## src/rtl/territory_tally.sv

```systemverilog
// territory_tally: clears a colour RAM, stamps player positions on each tick,
// then sweeps the board to count cells per colour and ranks the players.

// Per-player cell counter, cleared at the start of a clear or scan sweep.
module territory_lane #(
    parameter int C_BITS = 16
) (
    input  logic              CLOCK_50,
    input  logic              resetn,
    input  logic              clr,
    input  logic              inc,
    output logic [C_BITS-1:0] count
);
    // Count width covers every cell, so the increment never wraps.
    always_ff @(posedge CLOCK_50 or negedge resetn) begin
        if (!resetn)  count <= '0;
        else if (clr) count <= '0;
        else if (inc) count <= count + 1'b1;
    end
endmodule

module territory_tally #(
    parameter int NUM_PLAYERS = 4,
    parameter int X_BITS      = 8,
    parameter int Y_BITS      = 7,
    parameter int X_MAX       = 159,
    parameter int Y_MAX       = 119,
    localparam int A_BITS     = X_BITS + Y_BITS,
    localparam int C_BITS     = A_BITS + 1
) (
    input  logic                          CLOCK_50,
    input  logic                          resetn,
    input  logic                          start,
    input  logic                          running,
    input  logic                          tick,
    input  logic [NUM_PLAYERS*A_BITS-1:0] positions,
    output logic [A_BITS-1:0]             address,
    output logic                          wren,
    output logic [2:0]                    data_to_ram,
    input  logic [2:0]                    ram_output,
    output logic [NUM_PLAYERS*C_BITS-1:0] counts,
    output logic [NUM_PLAYERS*3-1:0]      ordered_colours,
    output logic                          done_ordering,
    output logic                          busy,
    output logic                          overrun
);
    typedef enum logic [2:0] {
        IDLE, CLEAR, ARMED, PLAY, WRITE, SCAN, RANK, DONE
    } state_t;

    typedef struct packed {
        logic [A_BITS-1:0] addr;
        logic              we;
        logic [2:0]        data;
    } ram_req_t;

    localparam logic [X_BITS-1:0] XL     = X_BITS'(X_MAX);
    localparam logic [Y_BITS-1:0] YL     = Y_BITS'(Y_MAX);
    localparam logic [2:0]        LAST_K = 3'(NUM_PLAYERS - 1);

    state_t                               state, state_d;
    ram_req_t                             req;
    logic [X_BITS-1:0]                    x_cnt;
    logic [Y_BITS-1:0]                    y_cnt;
    logic                                 sweep_step, sweep_last, sweep_done;
    logic [2:0]                           k;
    logic                                 scan_issue;
    logic [0:0]                           vld_pipe;
    logic [A_BITS-1:0]                    cur_pos;
    logic                                 cur_in_range;
    logic                                 clear_entry, scan_entry;
    logic [NUM_PLAYERS-1:0][C_BITS-1:0]   cnt;
    logic [NUM_PLAYERS-1:0][2:0]          ord;
    logic [NUM_PLAYERS-1:0]               picked;
    logic [2:0]                           best_idx;
    logic [C_BITS-1:0]                    best_cnt;
    logic                                 found;

    assign sweep_last   = (x_cnt == XL) && (y_cnt == YL);
    assign cur_pos      = positions[int'(k)*A_BITS +: A_BITS];
    assign cur_in_range = (cur_pos[A_BITS-1 -: X_BITS] <= XL) &&
                          (cur_pos[Y_BITS-1:0] <= YL);
    assign clear_entry  = ((state == IDLE) || (state == DONE)) && start;
    assign scan_entry   = (state == PLAY) && !running;

    // Next-state and RAM request decode; RAM port idles at zero by default.
    always_comb begin
        state_d    = state;
        req        = '0;
        sweep_step = 1'b0;
        scan_issue = 1'b0;
        case (state)
            IDLE, DONE: if (start) state_d = CLEAR;
            CLEAR: begin
                req        = '{addr: {x_cnt, y_cnt}, we: 1'b1, data: 3'd0};
                sweep_step = 1'b1;
                if (sweep_last) state_d = ARMED;
            end
            ARMED: if (running) state_d = PLAY;
            PLAY: begin
                if (!running)  state_d = SCAN;
                else if (tick) state_d = WRITE;
            end
            WRITE: begin
                // Off-board positions still use their slot but do not write.
                req = '{addr: cur_pos, we: cur_in_range, data: k + 3'd1};
                if (k == LAST_K) state_d = PLAY;
            end
            SCAN: begin
                if (!sweep_done) begin
                    req.addr   = {x_cnt, y_cnt};
                    sweep_step = 1'b1;
                    scan_issue = 1'b1;
                end else begin
                    // Final cycle only tallies the last read back.
                    state_d = RANK;
                end
            end
            RANK: if (k == LAST_K) state_d = DONE;
            default: state_d = IDLE;
        endcase
    end

    assign address       = req.addr;
    assign wren          = req.we;
    assign data_to_ram   = req.data;
    assign busy          = (state == CLEAR) || (state == WRITE) ||
                           (state == SCAN)  || (state == RANK);
    assign done_ordering = (state == DONE);

    // State register.
    always_ff @(posedge CLOCK_50 or negedge resetn) begin
        if (!resetn) state <= IDLE;
        else         state <= state_d;
    end

    // Board sweep counters, y inner / x outer, wrap to zero after the last cell.
    always_ff @(posedge CLOCK_50 or negedge resetn) begin
        if (!resetn) begin
            x_cnt <= '0;
            y_cnt <= '0;
        end else if (sweep_step) begin
            if (sweep_last) begin
                x_cnt <= '0;
                y_cnt <= '0;
            end else if (y_cnt == YL) begin
                x_cnt <= x_cnt + 1'b1;
                y_cnt <= '0;
            end else begin
                y_cnt <= y_cnt + 1'b1;
            end
        end
    end

    // Scan bookkeeping: all addresses issued, and read-data valid one cycle later.
    always_ff @(posedge CLOCK_50 or negedge resetn) begin
        if (!resetn) begin
            sweep_done <= 1'b0;
            vld_pipe   <= '0;
        end else begin
            vld_pipe <= scan_issue;
            if (state_d != SCAN)                            sweep_done <= 1'b0;
            else if (state == SCAN && sweep_step && sweep_last) sweep_done <= 1'b1;
        end
    end

    // Slot counter shared by WRITE (player being stamped) and RANK (slot being filled).
    always_ff @(posedge CLOCK_50 or negedge resetn) begin
        if (!resetn)                             k <= '0;
        else if (state == WRITE || state == RANK) k <= (k == LAST_K) ? 3'd0 : k + 3'd1;
        else                                     k <= '0;
    end

    genvar g;
    generate
        for (g = 0; g < NUM_PLAYERS; g++) begin : g_lane
            territory_lane #(.C_BITS(C_BITS)) u_lane (
                .CLOCK_50 (CLOCK_50),
                .resetn   (resetn),
                .clr      (clear_entry || scan_entry),
                .inc      (vld_pipe[0] && (ram_output == 3'(g + 1))),
                .count    (cnt[g])
            );
            assign counts[g*C_BITS +: C_BITS] = cnt[g];
        end
    endgenerate

    // Strongest unpicked player; strict compare in index order keeps ties on the lowest index.
    always_comb begin
        best_idx = '0;
        best_cnt = '0;
        found    = 1'b0;
        for (int i = 0; i < NUM_PLAYERS; i++) begin
            if (!picked[i] && (!found || cnt[i] > best_cnt)) begin
                found    = 1'b1;
                best_idx = 3'(i);
                best_cnt = cnt[i];
            end
        end
    end

    // Ranking: slot k (slot 0 at the MSBs) gets the colour chosen this cycle.
    always_ff @(posedge CLOCK_50 or negedge resetn) begin
        if (!resetn) begin
            ord    <= '0;
            picked <= '0;
        end else if (clear_entry) begin
            ord    <= '0;
            picked <= '0;
        end else if (state == RANK) begin
            for (int i = 0; i < NUM_PLAYERS; i++) begin
                if (k == 3'(i))        ord[NUM_PLAYERS-1-i] <= best_idx + 3'd1;
                if (best_idx == 3'(i)) picked[i]            <= 1'b1;
            end
        end else begin
            picked <= '0;
        end
    end

    assign ordered_colours = ord;

    // Sticky flag for ticks that land while positions are still being written.
    always_ff @(posedge CLOCK_50 or negedge resetn) begin
        if (!resetn)                      overrun <= 1'b0;
        else if (clear_entry)             overrun <= 1'b0;
        else if (state == WRITE && tick)  overrun <= 1'b1;
    end
endmodule

```

## config.mk

```make
export PLATFORM = sky130hd
export DESIGN_NAME = territory_tally
export DESIGN_NICKNAME = d
export VERILOG_FILES = /design/src/rtl/territory_tally.sv
export SDC_FILE = /design/constraint.sdc
export NUM_CORES = 1
export LEC_CHECK = 0
export BUFFER_PORTS_ARGS = -buffer_cell sky130_fd_sc_hd__buf_4
export CAP_MARGIN = 5
export CORE_MARGIN = 1.5
export CORE_UTILIZATION = 35
export CTS_CLUSTER_DIAMETER = 50
export DETAILED_ROUTE_END_ITERATION = 8
export PLACE_DENSITY = 0.59
export SKIP_CTS_REPAIR_TIMING = 1
export SLEW_MARGIN = 5
export SYNTH_ARGS = -nofsm -noshare
export SYNTH_HDL_FRONTEND = slang
export SYNTH_SLANG_ARGS = --single-unit
```

## constraint.sdc

```tcl
create_clock -name CLOCK_50 -period 8.57 [get_ports CLOCK_50]
set_input_delay 1.714 -clock CLOCK_50 [delete_from_list [all_inputs] [get_ports CLOCK_50]]
set_output_delay 1.714 -clock CLOCK_50 [all_outputs]
set_load 0.02 [all_outputs]
```

==> flow_summary.toml, run 1 <==
[outcome]
outcome = "finished, final reports clean"

[synth]
synth-edff-count = 0
syn_area_per_cell_um2 = 9.25
yosysWarnings = 0
async_reset_ff_share_pct = 100
synthMuxAreaShare_pct = 8.66
synth_compound_area_share_pct = 12.8
post_synth_inst_count = 792
synth_ff_type = "dfrtp_1"
synthAdderAreaFrac_pct = 10.4
synthSimpleGateAreaFrac_pct = 21.7
synth_seq_cells = 104
syn_area_mm2 = 0.00733
syn-num-nets = 921
yosysSeqAreaShare_pct = 35.5
synth-xor-area-share_pct = 7.29
synth_cell_types = 62
synth_top_family_by_area = "simple AND/OR/NAND/NOR gates"

[power]
peakVddDrop_v = 0.000184
seqPwrFrac_pct = 23.7
comb_power_share_pct = 60.5
cell_internal_pwr_mw = 1.46
power_density_mw_per_mm2 = 287
p_leak_nw = 4.40
p_switching_mw = 1.17
p_sw_share_pct = 44.5
power_frac_clock_pct = 15.8

[place]
place_congestion = 0.825
dp_hpwl_um = 15400
portBuffers = 165

[setup_path]
worstSetupPathType = "reg2reg"
end_kind = "flip-flop"
cp_cell_sequence = "inv_1 -> nand2_1 -> ha_1 -> nand4_4 -> nor4_4 -> o21ai_2 -> a31oi_4 -> mux2_2 -> ha_1 -> a21oi_1 -> o21ai_0 -> o2bb2ai_1 -> o311ai_4 -> mux2_2 -> ha_1 -> nand3_1 -> o21bai_1 -> a311oi_1 -> a211oi_2 -> o2bb2ai_1 -> inv_1 -> ha_1 -> mux2i_1 -> nor2_1"
crit_arrival_ns = 7.64
cp-start-kind = "flip-flop"
critPathRequiredTime_ns = 8.81
worst-path-buf-inv = 2
path_max_fanout = 31
cpMaxStageDelayCell = "o311ai_4"
critPathMaxStageDelay_ns = 0.98
critPathTopFamily = "compound AO/OA/AOI/OAI gates"
cp_common_cell = "ha_1"
r2r_start = "picked[0]"
cp-startpoint = "picked[0]"

[clock_network]
cts_made_buffers = 9
cts_sinks = 104
h-tree-depth = 3
cts_tree = "built"
clk_pin_slew_worst_paths_ns = 0.07
root_buffer = "clkbuf_16"
clkLatencyLatePin_ns = 0.36
cts.path.max_buffers = 2

[sta]
whs_ns = 0.491
tightest_slew_ns = 1.12
rsz0062_at_grt = "no"
skew_ns = 0.0106
maxSlewHeadroom_pct = 25.4
setup_viol = 0
finalHoldViolCount = 0
final.period_utilization_pct = 86.4
post-route-min-period_ns = 7.41
maxSlewViolCount = 0
fmax_ghz = 0.135
setup-tns-final_ns = 0

[grt]
grt-ovfl-total = 0
grt_max_degree = 65
antenna_found_initial = 0
grt_pass1_wl_um = 32600
grt_use_total_pct = 18.9
grt_pass1_vias = 6226

[run]
drv_cap = 0

[layout]
fillerInstances = 1996
layout-drive-gt1-share_pct = 25.0
antenna-diode-count = 0
postLayoutCoreUtil_pct = 44.9
syn2layout_area_growth_pct = 24.8
nNetsFinal = 1075

[detailed_routing]
via_per_inst = 5.17
drt_iter0_drc = 342
firstDrtPassIters = 4
drc = 0
vias = 6308
totalWireLength_um = 19900
ant_nets = 0
wl_per_cell_um = 16.3

[worst_hold_path]
worstHoldPathType = "reg2reg"
worstHoldStart = "picked[3]"

[floorplanning]
ios = 166
die_x_um = 148
coreArea_mm2 = 0.0204
die_h_um = 148
start_util_pct = 36.0
die_area_mm2 = 0.0218
fp-row-count = 52
-- power by group through the flow --
stage | logic (mW) | clock network (mW) | registers, mW
global route | 1.78 | 0.447 | 0.633
global placement | 1.58 | 0 | 0.631
CTS | 1.61 | 0.431 | 0.622
finish | 1.59 | 0.415 | 0.622
detailed placement | 1.59 | 0 | 0.630
floorplan | 1.18 | 0 | 0.634
-- cell usage in the layout, fill, tap and decap left out, types with 3 or more instances in the layout --
cell type  netlist  layout
buf_4            0     171
nor2_1         107     107
dfrtp_1        104     104
nand2_1         83      83
ha_1            61      61
inv_1           37      37
xnor2_1         37      37
a21oi_1         35      35
nand3_1         33      33
o21ai_0         25      25
xor2_1          24      24
a21o_1          21      21
nand4_1         19      19
and3_1          17      17
mux4_2          15      15
nor3_1          15      15
a22o_1          14      14
mux2_4           9       9
mux2_2           9       9
clkbuf_16        0       9
and4_1           7       7
o31ai_1          7       7
nor4_1           6       6
or3_1            6       6
mux2i_1          6       6
nand2b_1         5       5
nor2b_1          5       5
o21a_1           4       4
and2_1           4       4
o211ai_1         3       3
a211o_1          3       3
o21bai_1         3       3
or2_2            3       3
nand3b_1         3       3
-- cell usage after synthesis, types with 17 or more instances --
cell type	count	area, um^2
a21o_1	21	158
o21ai_0	25	125
nor2_1	107	402
nand4_1	19	119
nand2_1	83	312
xor2_1	24	210
clkbuf_1	25	93.8
ha_1	61	763
dfrtp_1	104	2600
inv_1	37	139
a21oi_1	35	175
nand3_1	33	165
xnor2_1	37	324
and3_1	17	106
-- registers in the layout, indices dropped and copies added, names as in the netlist --
signal	flops
x_cnt	8
g_lane.u_lane.count	64
picked	4
sweep_done	1
y_cnt	7
k	3
overrun	1
vld_pipe	1
ordered_colours	12
state	3
-- cell type report --
cell class                      instances  area (um^2)  share of cell area, %
Inverter                               38          143                   1.56
Tap cell                              270          338                   3.70
Clock buffer                           11          233                   2.55
Sequential cell                       104         2600                   28.5
Multi-Input combinational cell        622         4490                   49.1
Timing Repair Buffer                  171         1280                   14.0
Clock inverter                          5         56.3                  0.616
-- worst paths after layout --
path	end	slack, ns	cells after the start
max in group asynchronous	ordered_colours[4]	6.01	2
min in group asynchronous	g_lane[0].u_lane.count[5]	1.39	1
max	ordered_colours[1]	1.16	24
max reg2reg	ordered_colours[1]	1.16	24
min reg2reg	picked[3]	0.49	1
min	picked[3]	0.49	1
-- metal layers --
| metal | vias to the layer above | share of wire (%) | wire (um) | GRT usage [%] |
|---|---|---|---|---|
| met4 | 0 | 1.5 | 306 | 4.45 |
| li1 | 3143 | - | - | - |
| met1 | 3018 | 46 | 9140 | 25.2 |
| met3 | 27 | 4.1 | 816 | 4.23 |
| met2 | 120 | 48 | 9660 | 31.1 |
| met5 | - | 0 | 0 | 0 |
-- per-stage QoR --
stage	power, mW	cells	worst slack [ns]	cell area [um^2]
2_1_floorplan	1.82	792	2.23	7330
3_3_place_gp	2.21	1205	1.31	8850
3_5_place_dp	2.22	1205	1.10	8850
4_1_cts	2.66	1221	1.12	9140
5_1_grt	2.85	1221	0.498	9140
6_report	2.63	1221	1.16	9140
-- cells by family after synthesis --
logic type | after synthesis
fa+ha+maj | 61
compound gates | 136
simple gates | 325
flops | 104
buf+inv | 66
xor+xnor | 61
mux | 39
Power figures use the tool's default switching activity.
==> inputs of run 2 (changes only) <==
--- a/config.mk
+++ b/config.mk
@@ -5,14 +5,14 @@
 export SDC_FILE = /design/constraint.sdc
 export NUM_CORES = 1
 export LEC_CHECK = 0
+export ABC_AREA = 1
 export BUFFER_PORTS_ARGS = -buffer_cell sky130_fd_sc_hd__buf_4
 export CAP_MARGIN = 5
 export CORE_MARGIN = 1.5
 export CORE_UTILIZATION = 35
 export CTS_CLUSTER_DIAMETER = 50
 export DETAILED_ROUTE_END_ITERATION = 8
-export PLACE_DENSITY = 0.59
-export SKIP_CTS_REPAIR_TIMING = 1
+export PLACE_DENSITY = 0.58
 export SLEW_MARGIN = 5
 export SYNTH_ARGS = -nofsm -noshare
 export SYNTH_HDL_FRONTEND = slang
==> run 2 against run 1 <==
Effect of this change: synthesized area increased by 4.5%; non-clock buffer count decreased by 3; critical path type unchanged; via count increased by 21%; maximum frequency increased by 2.3%; flip-flop and latch count unchanged; critical path depth increased by 12; sequential power decreased by 3%; core utilization decreased by 0.58 points; clock power decreased by 5.5%; design area increased by 2.9%; largest cell class unchanged; count of clock-buffer cells in the layout increased by 2.
==> flow_summary.toml, run 2 <==
[outcome]
outcome = "finished, final reports clean"

[layout]
layout-drive-gt1-share_pct = 17.8
largest_reg_flops = 64
nNetsFinal = 1373
final_cell_mix = "nand2_1, buf_4, inv_1"
fin_area_mm2 = 0.00940
final-seq-area_mm2 = 0.00260
antenna-diode-count = 0
regMostFlops = "g_lane.u_lane.count"
final_common_cell = "nand2_1"
stdcell_count = 1524
postLayoutCoreUtil_pct = 44.3
syn2layout_area_growth_pct = 22.8
multi_input_area_mm2 = 0.00443
fillerInstances = 2274

[detailed_routing]
drc = 0
ant_nets = 0
totalWireLength_um = 23000
firstDrtPassIters = 5
via_per_inst = 5.00
vias = 7621
wl_per_cell_um = 15.1
drt_iter0_drc = 347

[setup_path]
worstSetupPathType = "reg2reg"
r2r_start = "picked[0]"
cp_common_cell = "nand2_1"
reg2regPathDepth = 36
crit_arrival_ns = 7.53
path_max_fanout = 32
rrSetupSlack_ns = 1.33
r2r-end = "ordered_colours[10]"
critPathRequiredTime_ns = 8.86
cp-start-kind = "flip-flop"
end_kind = "flip-flop"
cpMaxStageDelayCell = "inv_1"
critPathMaxStageDelay_ns = 0.66

[sta]
fmax_ghz = 0.138
tightest_slew_ns = 0.969
maxSlewHeadroom_pct = 35.3
final.period_utilization_pct = 84.5
maxSlewViolCount = 0
rsz0062_at_grt = "no"
skew_ns = 0.00764
finalHoldViolCount = 0
setup_viol = 0
post-route-min-period_ns = 7.24
setup-tns-final_ns = 0

[place]
dp.cells = 1508
dp_hpwl_um = 17900
portBuffers = 165
place_congestion = 0.874
placed_cell_area_mm2 = 0.00914

[synth]
synth_ff_type = "dfrtp_1"
synthSimpleGateAreaFrac_pct = 33.4
synth_top_family_by_area = "simple AND/OR/NAND/NOR gates"
synth-xor-area-share_pct = 0.457
syn_area_per_cell_um2 = 7.01
yosysWarnings = 0
synth_top_area_share_pct = 34.0
post_synth_inst_count = 1093
synth_cell_types = 51
synth_compound_area_share_pct = 13.9
synth_most_common_cell = "nand2_1"
synth_seq_cells = 104
synthAdderAreaFrac_pct = 9.96
ys_top_cells_by_area = "dfrtp_1, nand2_1, ha_1"
synth_top_area_cell = "dfrtp_1"
synth_commonest_cells = "nand2_1, inv_1, nor2_1"
async_reset_ff_share_pct = 100
syn-num-nets = 1222
syn_area_mm2 = 0.00766
synthMuxAreaShare_pct = 0
yosysSeqAreaShare_pct = 34.0
synth-edff-count = 0

[power]
p_leak_nw = 4.75
power_density_mw_per_mm2 = 274
peakVddDrop_v = 0.000245

[clock_network]
cts_sinks = 104
cts_made_buffers = 9
cts_resized = 0
clkLatencyLatePin_ns = 0.36
root_buffer = "clkbuf_16"
cts.path.max_buffers = 2
h-tree-depth = 3
postCtsSetupBuffers = 0
cts_hold_buf = 0
clk_pin_slew_worst_paths_ns = 0.07
cts_tree = "built"

[grt]
grt_use_total_pct = 20.8
grt_pass1_wl_um = 36900
grt_max_degree = 64
grt_pass1_vias = 7208
grt-ovfl-total = 0
antenna_found_initial = 0

[floorplanning]
start_util_pct = 36.1
die_area_mm2 = 0.0228
ios = 166
coreArea_mm2 = 0.0212
die_x_um = 151
fp-row-count = 53
die_h_um = 151

[worst_hold_path]
whs_endpoint = "ordered_colours[5]"
worstHoldPathType = "reg2reg"
hold_depth = 2
worstHoldStart = "ordered_colours[5]"

[run]
drv_cap = 0
==> run 2: changes by cell type after synthesis, moves of 13 or more <==
| cell | change |
|---|---|
| a21o_1 | -20 |
| a21oi_1 | +46 |
| a22o_1 | -13 |
| and3_1 | -16 |
| inv_1 | +88 |
| mux4_2 | -15 |
| nand2_1 | +197 |
| nand3_1 | +40 |
| nor3_1 | +16 |
| o21ai_0 | +54 |
| xnor2_1 | -36 |
| xor2_1 | -21 |
==> run 2: worst max-delay path by stage <==
stage / slack [ns] / start / end
floorplan: 2.85 / picked[0] / ordered_colours[1]
global placement: 1.63 / picked[0] / ordered_colours[1]
detailed placement: 1.34 / picked[0] / ordered_colours[1]
CTS: 1.31 / picked[0] / ordered_colours[10]
global route: 0.30 / picked[0] / ordered_colours[7]
finish: 1.33 / picked[0] / ordered_colours[10]
==> run 2: critical path: cells and delay by family, from the launching register on <==
kind	cells	cell delay (ns)
fa+ha+maj	4	1.22
flops	1	0.43
simple gates	28	3.74
buf+inv	3	1.14
compound gates	1	0.59
==> run 2: logic make-up after synthesis <==
logic type | Yosys count
adder cells (fa/ha/maj) | 61
buffers and inverters | 161
XOR/XNOR | 4
AND/OR/NAND/NOR | 567
AO/OA/AOI/OAI | 196
flip-flops | 104
==> run 2: cell type report <==
type	instances	area share (%)
Sequential cell	104	27.7
Clock inverter	3	0.186
Multi-Input combinational cell	828	47.1
Inverter	133	5.32
Tap cell	275	3.66
Timing Repair Buffer	168	13.4
Clock buffer	13	2.66
==> run 2: layer usage <==
| metal | track usage, % | up-vias | share of wire, % |
|---|---|---|---|
| li1 | - | 3908 | - |
| met1 | 26.3 | 3527 | 45 |
| met2 | 35.7 | 164 | 48 |
| met3 | 4.07 | 22 | 5.0 |
| met4 | 6.17 | 0 | 1.8 |
| met5 | 0 | - | 0 |
==> run 2: power by group <==
| part | internal [mW] | leakage [nW] | switching, mW |
|---|---|---|---|
| logic | 0.558 | 3.20 | 1.02 |
| registers | 0.547 | 1.42 | 0.0580 |
| clock network | 0.205 | 0.130 | 0.187 |
| total | 1.31 | 4.75 | 1.26 |
==> run 2: through the flow <==
stage / setup slack, ns / hold slack [ns] / power (mW)
after floorplan: 2.85 / 0.464 / 1.78
after global placement: 1.63 / 0.470 / 2.18
after detailed placement: 1.34 / 0.478 / 2.20
after CTS: 1.31 / 0.498 / 2.61
after global routing: 0.298 / 0.512 / 2.87
final: 1.33 / 0.489 / 2.57
==> inputs of run 3 (changes only) <==
==> constraint.sdc (replaced) <==
create_clock -name CLOCK_50 -period 6.7 [get_ports CLOCK_50]
set_input_delay 1.34 -clock CLOCK_50 [delete_from_list [all_inputs] [get_ports CLOCK_50]]
set_output_delay 1.34 -clock CLOCK_50 [all_outputs]
set_load 0.02 [all_outputs]
==> run 3 against run 2 <==
Effect of this change: worst hold slack lost 0.0051 ns; setup slack lost 0.63 ns; count of clock-buffer cells in the layout shrank 3; clock power grew 35%; power grew 34%; cell count grew 0.26%; largest power group unchanged; highest routed layer unchanged.
==> flow_summary.toml, run 3 (synthesis results as in run 2) <==
[layout]
syn2layout_area_growth_pct = 24.2
largest_reg_flops = 64
multi_input_area_mm2 = 0.00445
final_cell_mix = "nand2_1, buf_4, inv_1"
antenna-diode-count = 0
fillerInstances = 2221
nNetsFinal = 1380
stdcell_count = 1528
final_common_cell = "nand2_1"
regMostFlops = "g_lane.u_lane.count"
layout-drive-gt1-share_pct = 18.6
final-seq-area_mm2 = 0.00260
postLayoutCoreUtil_pct = 44.8

[detailed_routing]
wl_met3_um = 1310
wl_met1_um = 10300
highest_layer = "met4"
firstDrtPassIters = 5
drc = 0
dr_wl_met2_um = 11300
ant_nets = 0
vias = 7753
drt_iter0_drc = 320
wl_per_cell_um = 15.2
via_per_inst = 5.07
totalWireLength_um = 23200

[power]
peakVddDrop_v = 0.000223
p_leak_nw = 4.79
p_total_mw = 3.45
power_density_mw_per_mm2 = 363

[setup_path]
worstSetupPathType = "reg2reg"
critPathRequiredTime_ns = 6.99
cp_common_cell = "nand2_1"
cp-startpoint = "picked[0]"
r2r_start = "picked[0]"
cpMaxStageDelayCell = "dfrtp_1"
path_max_fanout = 16
end_kind = "flip-flop"
cp-start-kind = "flip-flop"
critPathTopFamily = "simple AND/OR/NAND/NOR gates"
critPathMaxStageDelay_ns = 0.45
worst-path-buf-inv = 5
crit_arrival_ns = 6.29

[floorplanning]
die_h_um = 151
die_area_mm2 = 0.0228
start_util_pct = 36.1
coreArea_mm2 = 0.0212
ios = 166
fp-row-count = 53
die_x_um = 151

[clock_network]
root_buffer = "clkbuf_16"
cts_made_buffers = 9
cts.path.max_buffers = 2
clk_pin_slew_worst_paths_ns = 0.07
h-tree-depth = 3
cts_hold_buf = 0
cts_tree = "built"
cts_sinks = 104
clkLatencyLatePin_ns = 0.35

[grt]
antenna_found_initial = 0
grt-ovfl-total = 0
grt_use_total_pct = 21.2
grt_max_degree = 65
grt_pass1_wl_um = 37900
grt_pass1_vias = 7476

[place]
dp_hpwl_um = 18100
dp.cells = 1512
place_congestion = 0.861
portBuffers = 165
dp_slack_ns = 0.143

[worst_hold_path]
worstHoldPathType = "reg2reg"
worstHoldStart = "ordered_colours[5]"

[sta]
skew_ns = 0.00958
maxSlewViolCount = 0
fin_ws_ns = 0.705
maxSlewHeadroom_pct = 36.6
setup_viol = 0
finalHoldViolCount = 0
tightest_slew_ns = 0.950
fmax_ghz = 0.167
post-route-min-period_ns = 6.00
final.period_utilization_pct = 89.5

[run]
drv_cap = 0

[outcome]
outcome = "finished, final reports clean"
[run 3: final timing paths]
kind	cells after the start	end	slack (ns)
worst max-delay path	41	ordered_colours[1]	0.70
worst min-delay path	2	ordered_colours[5]	0.48
worst max register to register	41	ordered_colours[1]	0.70
worst min register to register	2	ordered_colours[5]	0.48
max in group asynchronous	2	ordered_colours[4]	4.49
min in group asynchronous	1	g_lane[3].u_lane.count[6]	0.97
[run 3: through the flow]
stage          TNS (ns)  cell area (um^2)  hold slack [ns]
3_3_place_gp          0              9170            0.469
4_1_cts               0              9450            0.485
2_1_floorplan         0              7660            0.464
3_5_place_dp          0              9170            0.466
6_report              0              9510            0.484
5_1_grt         -0.0121              9510            0.503
[run 3: worst min-delay path, delay by kind of cell, from the launching register on]
family | cells | cell delay, ns
AND/OR/NAND/NOR | 2 | 0.11
flip-flops | 1 | 0.34
[run 3: what timing repair did]
item,CTS,global route
resized for setup,0,6
setup endpoints to repair,0,11
buffers inserted,0,3
endpoints found under the hold margin,0,0
[run 3: area by class of cell]
type                            instances  area share, %
Inverter                              133           5.34
Clock buffer                           10           2.51
Multi-Input combinational cell        828           46.7
Clock inverter                          3          0.474
Tap cell                              275           3.62
Sequential cell                       104           27.4
Timing Repair Buffer                  175           13.9
[run 3: power by group]
group / switching (mW) / leakage, nW / internal [mW] / total [mW]
Clock: 0.236 / 0.133 / 0.294 / 0.530
Combinational: 1.37 / 3.23 / 0.783 / 2.15
Sequential: 0.0705 / 1.42 / 0.699 / 0.770
[run 3: per-layer routing]
layer  track usage [%]  vias to the layer above
met2              36.7                      210
met1              27.1                     3598
li1                  -                     3923
met5                 0                        -
met3              4.40                       22
met4              4.76                        0
